## config.mk

```make
export PLATFORM = sky130hd
export DESIGN_NAME = injector_local_port_flat
export DESIGN_NICKNAME = d
export VERILOG_FILES = /design/src/rtl/injector_local_port_if.sv /design/src/rtl/injector_local_port.sv /design/src/flat_wrapper.sv
export SDC_FILE = /design/constraint.sdc
export NUM_CORES = 1
export LEC_CHECK = 0
export BUFFER_PORTS_ARGS = -buffer_cell sky130_fd_sc_hd__buf_4
export CAP_MARGIN = 20
export CORE_ASPECT_RATIO = 0.6
export CORE_MARGIN = 2
export CORE_UTILIZATION = 50
export CTS_BUF_LIST = sky130_fd_sc_hd__clkbuf_8
export DETAILED_ROUTE_END_ITERATION = 10
export PLACE_DENSITY = 0.82
export SYNTH_ARGS = -nofsm -noshare
export SYNTH_HDL_FRONTEND = slang
export SYNTH_SLANG_ARGS = --single-unit
```

## constraint.sdc

```tcl
create_clock -name clk -period 2.5 [get_ports clk]
set_clock_uncertainty 0.15 [all_clocks]
set_input_delay 0.25 -clock clk [delete_from_list [all_inputs] [get_ports clk]]
set_output_delay 0.25 -clock clk [all_outputs]
set_load 0.02 [all_outputs]
```

## src/rtl/injector_local_port_if.sv

```systemverilog
// Req/Gnt/Full handshake between a packet source and a router Local input port.
// The master drives the request and packet word; the slave returns grant and full.
interface injector_local_port_if #(
  parameter int dataWidth = 32
);
  logic                 ReqDnStr;
  logic                 GntDnStr;
  logic                 DnStrFull;
  logic [dataWidth-1:0] PacketOut;

  modport master (output ReqDnStr, PacketOut, input GntDnStr, DnStrFull);
  modport slave  (input ReqDnStr, PacketOut, output GntDnStr, DnStrFull);
endinterface

```

## src/rtl/injector_local_port.sv

```systemverilog
// Per-PE packet source for the mesh. It sends PacketCount packets to DestID and
// leaves InjectGap idle cycles after each grant before it raises the next request.
module injector_local_port #(
  parameter logic [5:0] routerID    = 6'b000_000,
  parameter logic [5:0] ModuleID    = 6'b000_000,
  parameter logic [5:0] DestID      = 6'b000_000,
  parameter int         dataWidth   = 32,
  parameter int         dim         = 4,
  parameter int         PacketCount = 16,
  parameter int         InjectGap   = 2
) (
  input  logic                         clk,
  input  logic                         reset,
  input  logic                         Enable,
  injector_local_port_if.master        lp,
  output logic [15:0]                  SentCount,
  output logic [31:0]                  LastInjectCycle,
  output logic                         Done
);
  localparam int IDW = (dim - 1) * 2;
  localparam int GW  = (InjectGap < 2) ? 1 : $clog2(InjectGap + 1);
  localparam logic [15:0] PC = 16'(PacketCount);

  if (dataWidth < 22 || IDW != 6 || routerID >= (1 << IDW))
    $error("injector_local_port: unsupported dataWidth/dim/routerID");

  typedef enum logic [1:0] {IDLE, REQ, GAP, DONE} state_t;

  state_t          state;
  logic [9:0]      pkt_id;
  logic [31:0]     cycle_cnt;
  logic [GW-1:0]   gap_cnt;
  logic [21:0]     pkt_word;

  assign pkt_word = {DestID, pkt_id, ModuleID};

  always_ff @(posedge clk or negedge reset) begin
    if (!reset) begin
      state           <= IDLE;
      pkt_id          <= '0;
      cycle_cnt       <= '0;
      gap_cnt         <= '0;
      lp.ReqDnStr     <= 1'b0;
      lp.PacketOut    <= '0;
      SentCount       <= '0;
      LastInjectCycle <= '0;
      Done            <= 1'b0;
    end else begin
      cycle_cnt <= cycle_cnt + 32'd1;
      case (state)
        IDLE: if (Enable && !lp.DnStrFull) begin
          lp.PacketOut <= dataWidth'(pkt_word);
          lp.ReqDnStr  <= 1'b1;
          state        <= REQ;
        end
        // Once raised, the request stays up until granted regardless of Enable/Full.
        REQ: if (lp.GntDnStr) begin
          lp.ReqDnStr     <= 1'b0;
          pkt_id          <= pkt_id + 10'd1;
          SentCount       <= SentCount + 16'd1;
          LastInjectCycle <= cycle_cnt;
          if (PacketCount != 0 && 16'(SentCount + 16'd1) == PC) begin
            state <= DONE;
            Done  <= 1'b1;
          end else if (InjectGap == 0) begin
            state <= IDLE;
          end else begin
            state   <= GAP;
            gap_cnt <= GW'(InjectGap);
          end
        end
        GAP: begin
          gap_cnt <= gap_cnt - GW'(1);
          if (gap_cnt == GW'(1)) state <= IDLE;
        end
        DONE: ;
        default: state <= IDLE;
      endcase
    end
  end
endmodule

```

## src/flat_wrapper.sv

```systemverilog
// flat-port wrapper written by rule: the top's interface ports become plain ports
module injector_local_port_flat 
#(
  parameter logic [5:0] routerID    = 6'b000_000,
  parameter logic [5:0] ModuleID    = 6'b000_000,
  parameter logic [5:0] DestID      = 6'b000_000,
  parameter int         dataWidth   = 32,
  parameter int         dim         = 4,
  parameter int         PacketCount = 16,
  parameter int         InjectGap   = 2
)
  (clk, reset, Enable, SentCount, LastInjectCycle, Done, lp_ReqDnStr, lp_PacketOut, lp_GntDnStr, lp_DnStrFull);
  injector_local_port_if #(.dataWidth(dataWidth)) lp_i ();
  input  logic clk;
  input  logic reset;
  input  logic Enable;
  output logic [15:0] SentCount;
  output logic [31:0] LastInjectCycle;
  output logic Done;
  output wire logic [$bits(lp_i.ReqDnStr)-1:0] lp_ReqDnStr;
  output wire logic [$bits(lp_i.PacketOut)-1:0] lp_PacketOut;
  input wire logic [$bits(lp_i.GntDnStr)-1:0] lp_GntDnStr;
  input wire logic [$bits(lp_i.DnStrFull)-1:0] lp_DnStrFull;
  assign lp_ReqDnStr = lp_i.ReqDnStr;
  assign lp_PacketOut = lp_i.PacketOut;
  assign lp_i.GntDnStr = lp_GntDnStr;
  assign lp_i.DnStrFull = lp_DnStrFull;
  injector_local_port #(.routerID(routerID), .ModuleID(ModuleID), .DestID(DestID), .dataWidth(dataWidth), .dim(dim), .PacketCount(PacketCount), .InjectGap(InjectGap)) u_core (.clk(clk), .reset(reset), .Enable(Enable), .lp(lp_i), .SentCount(SentCount), .LastInjectCycle(LastInjectCycle), .Done(Done));
endmodule
```

-- After elaboration in Yosys (flattened, before gate mapping)
Cells that the tools add are included.
- $add $sub $neg: 4
- eq/ne operators: 8
- muxes and demuxes: 11
- reduce and logical (&&, ||, !) cells: 12
- operator list (kind ; count):
    adder 32 x 1 -> 32 bit (second input constant) ; 1
    adder 16 x 1 -> 16 bit (second input constant) ; 1
    equality test 16 x 5 -> 1 bit (second input constant) ; 1
    adder 10 x 1 -> 10 bit (second input constant) ; 1
    2-to-1 mux 2 bit ; 5
    AND reduction 3 bit ; 3
    case mux 2 bit (3 select lines) ; 1
    equality test 2 x 1 -> 1 bit (second input constant) ; 2
    inequality test 2 x 1 -> 1 bit (second input constant) ; 2
    inequality test 2 bit (second input constant) ; 2
    case mux 2 bit (2 select lines) ; 1
    AND reduction 2 bit ; 2
    AND reduction 4 bit ; 1
    nonzero test 2 bit ; 2
    2-to-1 mux 1 bit ; 3
    nonzero test 3 bit ; 1
    equality test 2 bit (second input constant) ; 1
    zero test 2 bit ; 1
    case mux 1 bit (2 select lines) ; 1
    subtractor 2 x 1 -> 2 bit (second input constant) ; 1
    logical AND 1 bit ; 1
    zero test 1 bit ; 1
- register bits: 106
- input bits: 5

-- Longest topological paths before layout
- word-level depth: 5
- mapped depth: 8
- gate-level depth less buffers: 7

-- Worst setup path before layout
Ideal clock, no wire load.
- kind: reg2reg
- start: register u_core.SentCount[0]
- end: register u_core.gap_cnt[1]
- library setup time: 0.139 ns
- arrival: 1.946 ns
- slack: 0.265 ns
- stages on the path, launching flop included: 8
- cell sequence: dfrtp_1 > ha_1 > nand3_2 > xor2_1 > a41oi_1 > a211o_1 > o31ai_4 > o211ai_1
- longest elaborated chain between the ends: 4
- RTL lines (item ; RTL line ; text):
    from (decl) ; injector_local_port.sv:16 ; output logic [15:0] SentCount,
    from (signal assigned) ; injector_local_port.sv:60 ; SentCount <= SentCount + 16'd1;
    adder 16 x 1 -> 16 bit ; injector_local_port.sv:62 ; if (PacketCount != 0 && 16'(SentCount + 16'd1) == PC) begin
    equality test 16 x 5 -> 1 bit ; injector_local_port.sv:62 ;
    inequality test 2 bit (no source line) ; - ;
    AND reduction 3 bit (no source line) ; - ;
    to (signal assigned) ; injector_local_port.sv:69 ; gap_cnt <= GW'(InjectGap);
    to (signal assigned) ; injector_local_port.sv:73 ; gap_cnt <= gap_cnt - GW'(1);
    to (decl) ; injector_local_port.sv:32 ; logic [GW-1:0] gap_cnt;
No other way between the ends.
A chain may end at the register's enable or synchronous reset.

-- Worst setup path after layout
- start: register u_core.SentCount[2]
- end: register u_core.gap_cnt[1]
Same word-level chain as after synthesis.

==> summary.txt <==
Outcome
  • Result of the run: completed

Cells and area
  • Antenna fix cells: 0
  • Layout net count: between 500 and 600
  • Final standard cell count with taps included and fillers excluded: around 670
  • Final core utilization: around 60%
  • Area Overhead vs Synth: 16.4%
  • Layout cell share with drive strength beyond 1: between 20% and 30%

Synth
  • Cell types with the largest area share after synthesis: sky130_fd_sc_hd__dfrtp_1 55%, sky130_fd_sc_hd__nand2_1 10%, sky130_fd_sc_hd__xnor2_1 7.1%, sky130_fd_sc_hd__xor2_1 3.5%, sky130_fd_sc_hd__buf_4 3.4%
  • Number of enable flip-flop cells after synthesis: 0
  • Fraction of synthesis flops using an asynchronous set or reset pin: between 90% and 100%
  • Post-Syn Instances: approximately 460
  • Largest area contributor in the netlist: sky130_fd_sc_hd__dfrtp_1
  • Cell area after technology mapping: between 0.004 and 0.005 mm²
  • Sequential cell area fraction in the yosys report: a little under three fifths
  • Register bit total from synthesis: 106
  • Share of the synthesized area in the top cell type: a little under three fifths
  • Average cell area after synthesis: between 10 and 15 µm²
  • Top flip-flop cell by instance count after synthesis: sky130_fd_sc_hd__dfrtp_1
  • Ys Warns: 0
  • Count of different cell masters after synthesis: 50

Global routing
  • Gr ovfl total: 0
  • Maximum number of pins on one net before global-route repair: 55
  • Wire length of the first global-routing pass: around 16000 µm
  • Vias in the first global route: between 3000 and 4000
  • Global-route usage over all layers: just under 20%
  • Antenna violations before repair: 0

Floorplan
  • Overall die width: between 100 and 150 µm
  • Y dimension of the die: about 80 µm
  • Placement Rows: 27
  • Core region area: around 0.0093 mm²
  • Area of the die: ~0.010 mm²
  • Number of top-level pins: slightly below 90
  • Initial Util: between 50% and 60%

Clock tree
  • CTS Buffer Depth: 2
  • CTS root buffer: sky130_fd_sc_hd__clkbuf_8
  • Number of CTS-inserted buffers: 9
  • Post-CTS setup repair buffer count: 0
  • Clock latency of the later-clocked register in the worst-skew pair: ~0.38 ns
  • Number of H-tree levels: 3
  • Clock transition at the registers of the reported paths: approximately 0.10 ns
  • CTS tree: done
  • Clock sink total: about 110

Hold path
  • Worst min-delay path endpoint: u_core.lp.ReqDnStr
  • Startpoint of the tightest hold check path: lp_DnStrFull
  • Worst Hold Path Cells: 4
  • Class of the tightest hold or removal check: in -> reg

Setup path
  • Req. time, crit path: about 2.6 ns
  • Worst reg2reg path depth: 6
  • Signal arrival time at the worst endpoint: between 2 and 2.5 ns
  • Worst reg2reg path endpoint: u_core.gap_cnt[1]
  • Internal reg-to-reg setup slack: approximately 0.28 ns
  • Slowest stage delay, CP: 0.53 ns
  • Slowest-stage cell, CP: sky130_fd_sc_hd__dfrtp_1
  • Worst-path cell chain: nand4_2 -> nor4_1 -> xor2_1 -> a211o_1 -> o31ai_4 -> o211ai_1
  • Peak fanout along the critical path: 9
  • Type of the worst setup path: reg -> reg
  • Capturing element type of the critical path: register
  • Reg-to-reg critical path startpoint: u_core.SentCount[2]
  • Launching element type of the critical path: register

Drt
  • DR WL met3: about 470 µm
  • Post-route DRC violation count: 0
  • Met2 layer wire length in the routed design: between 4000 and 5000 µm
  • WL per Instance: roughly 14 µm
  • Highest routed layer: met4
  • Length of the first detailed-routing pass in iterations: 4
  • Count of vias placed by the detailed router: approximately 3300
  • WL met1: ~4800 µm
  • Drt initial violations: between 100 and 150
  • Antenna viol nets, final: 0
  • Post-Route WL: 9580 µm
  • Via-per-instance ratio: roughly 5.0

Timing
  • Worst Setup Slack, final: 0.281 ns
  • Setup repair after global routing missed its margin: false
  • Worst-case hold slack: 0.207 ns
  • Period Utilization, post-route: between 80 and 90%
  • Worst relative slew slack: about 54%
  • Number of setup violations in the final report: 0
  • Shortest period the worst path allows: 2.22 ns
  • Sum of negative setup slack: 0 ns
  • Number of max-slew violations in the final report: 0
  • Final Hold Vio Count: 0
  • Measured slew at the worst slew-check pin: 0.687 ns
  • Max Fclk: roughly 450 MHz

Placed design
  • Number of instances in the placed design: 650
  • Routability Congestion: about 0.84
  • IO buf count: 64
  • Minimum setup slack after placement: roughly 0.30 ns
  • Placed wire-length estimate: about 6700 µm

Power and ir drop
  • Static power due to leakage: between 2 and 3 nW
  • Power density cells: between 700 and 800 mW/mm²
  • Maximum resistive drop on vdd: roughly 0.38 mV

Flow run
  • Total of max-cap violations: 0
[kinds of logic after synthesis]
family | Yosys count | synth area share, %
flip-flops | 106 | 55.4
other | 1 | 0.0783
AND/OR/NAND/NOR | 221 | 21.7
AO/OA/AOI/OAI | 21 | 3.37
multiplexers | 10 | 2.35
XOR/XNOR | 58 | 10.6
adder cells (fa/ha/maj) | 5 | 1.31
buffers and inverters | 41 | 5.22
[flip-flops by register name, indices dropped and copies added, names as in the netlist]
name                    cells
u_core.state                2
u_core.lp.PacketOut        10
u_core.Done                 1
u_core.SentCount           16
u_core.LastInjectCycle     32
u_core.lp.ReqDnStr          1
u_core.cycle_cnt           32
u_core.pkt_id              10
u_core.gap_cnt              2
[cells in the final DEF, fill, tap and decap left out, types with 3 or more instances in the layout]
cell type	instances
sky130_fd_sc_hd__and2_1	4
sky130_fd_sc_hd__and3_1	8
sky130_fd_sc_hd__and4_1	4
sky130_fd_sc_hd__buf_4	72
sky130_fd_sc_hd__clkbuf_8	10
sky130_fd_sc_hd__clkinvlp_4	3
sky130_fd_sc_hd__conb_1	22
sky130_fd_sc_hd__dfrtp_1	106
sky130_fd_sc_hd__ha_1	5
sky130_fd_sc_hd__inv_1	4
sky130_fd_sc_hd__mux2_2	10
sky130_fd_sc_hd__nand2_1	131
sky130_fd_sc_hd__nand3_1	18
sky130_fd_sc_hd__nand4_1	12
sky130_fd_sc_hd__nand4_2	3
sky130_fd_sc_hd__nor2_1	18
sky130_fd_sc_hd__nor2b_1	3
sky130_fd_sc_hd__nor3_1	3
sky130_fd_sc_hd__nor3_2	3
sky130_fd_sc_hd__o21ai_0	3
sky130_fd_sc_hd__or3_1	3
sky130_fd_sc_hd__xnor2_1	39
sky130_fd_sc_hd__xor2_1	19
[through the flow]
step / area, µm² / power [W]
floorplan: 4870 / 0.00262
global placement: 5370 / 0.00293
detailed placement: 5370 / 0.00296
CTS: 5580 / 0.00398
global route: 5580 / 0.00416
finish: 5580 / 0.00392
[worst max-delay path: cells and delay by family (launching register included)]
family | cells | cell delay, ns
AND/OR/NAND/NOR | 2 | 0.62
XOR/XNOR | 1 | 0.14
flip-flops | 1 | 0.53
AO/OA/AOI/OAI | 3 | 0.67
[final cells by class]
| type | count | area (µm²) |
|---|---|---|
| Clock inverter | 6 | 48.8 |
| Inverter | 4 | 15.0 |
| Sequential cell | 106 | 2650 |
| Clock buffer | 10 | 138 |
| Multi-Input combinational cell | 337 | 1980 |
| Fill cell | 812 | 3680 |
| Tap cell | 130 | 163 |
| Timing Repair Buffer | 75 | 581 |
[synthesized netlist by cell type (2+ instances only)]
cell type                    n
sky130_fd_sc_hd__nand2_1   131
sky130_fd_sc_hd__dfrtp_1   106
sky130_fd_sc_hd__xnor2_1    39
sky130_fd_sc_hd__buf_4      22
sky130_fd_sc_hd__nor2_1     19
sky130_fd_sc_hd__xor2_1     19
sky130_fd_sc_hd__nand3_1    18
sky130_fd_sc_hd__nand4_1    12
sky130_fd_sc_hd__mux2_2     10
sky130_fd_sc_hd__and3_1      8
sky130_fd_sc_hd__clkbuf_1    8
sky130_fd_sc_hd__buf_2       5
sky130_fd_sc_hd__ha_1        5
sky130_fd_sc_hd__and2_1      4
sky130_fd_sc_hd__and4_1      4
sky130_fd_sc_hd__inv_1       4
sky130_fd_sc_hd__nand4_2     3
sky130_fd_sc_hd__nor2b_1     3
sky130_fd_sc_hd__nor3_1      3
sky130_fd_sc_hd__nor3_2      3
sky130_fd_sc_hd__o21ai_0     3
sky130_fd_sc_hd__or3_1       3
sky130_fd_sc_hd__a21o_1      2
sky130_fd_sc_hd__a21oi_1     2
sky130_fd_sc_hd__nand2b_1    2
[per-layer routing]
metal / track usage (%) / up-vias
met2: 29.1 / 76
met3: 6.37 / 8
li1: - / 1625
met4: 5.43 / 0
met1: 27.9 / 1610
met5: 0 / -
[where the power goes]
group | internal (W) | total [W] | switching (W)
clock network | 0.000398 | 0.00101 | 0.000608
logic | 0.000356 | 0.000870 | 0.000514
registers | 0.00188 | 0.00205 | 0.000162
[worst max-delay path by stage]
stage                                    from                 to  slack [ns]  cells after the start
after floorplan           u_core.SentCount[0]  u_core.gap_cnt[1]        0.26                      7
after global placement    u_core.SentCount[0]  u_core.gap_cnt[0]        0.42                      7
after detailed placement  u_core.SentCount[2]  u_core.gap_cnt[1]        0.30                      6
after CTS                 u_core.SentCount[2]  u_core.gap_cnt[1]        0.28                      6
after global routing      u_core.SentCount[2]  u_core.gap_cnt[1]         0.1                      6
final                     u_core.SentCount[2]  u_core.gap_cnt[1]        0.28                      6
[repair_timing]
item	CTS	global route
gates resized for setup	0	0
endpoints found under the hold margin	53	0
hold buffers	2	0
Note: power is estimated with default switching activity, not from simulation.
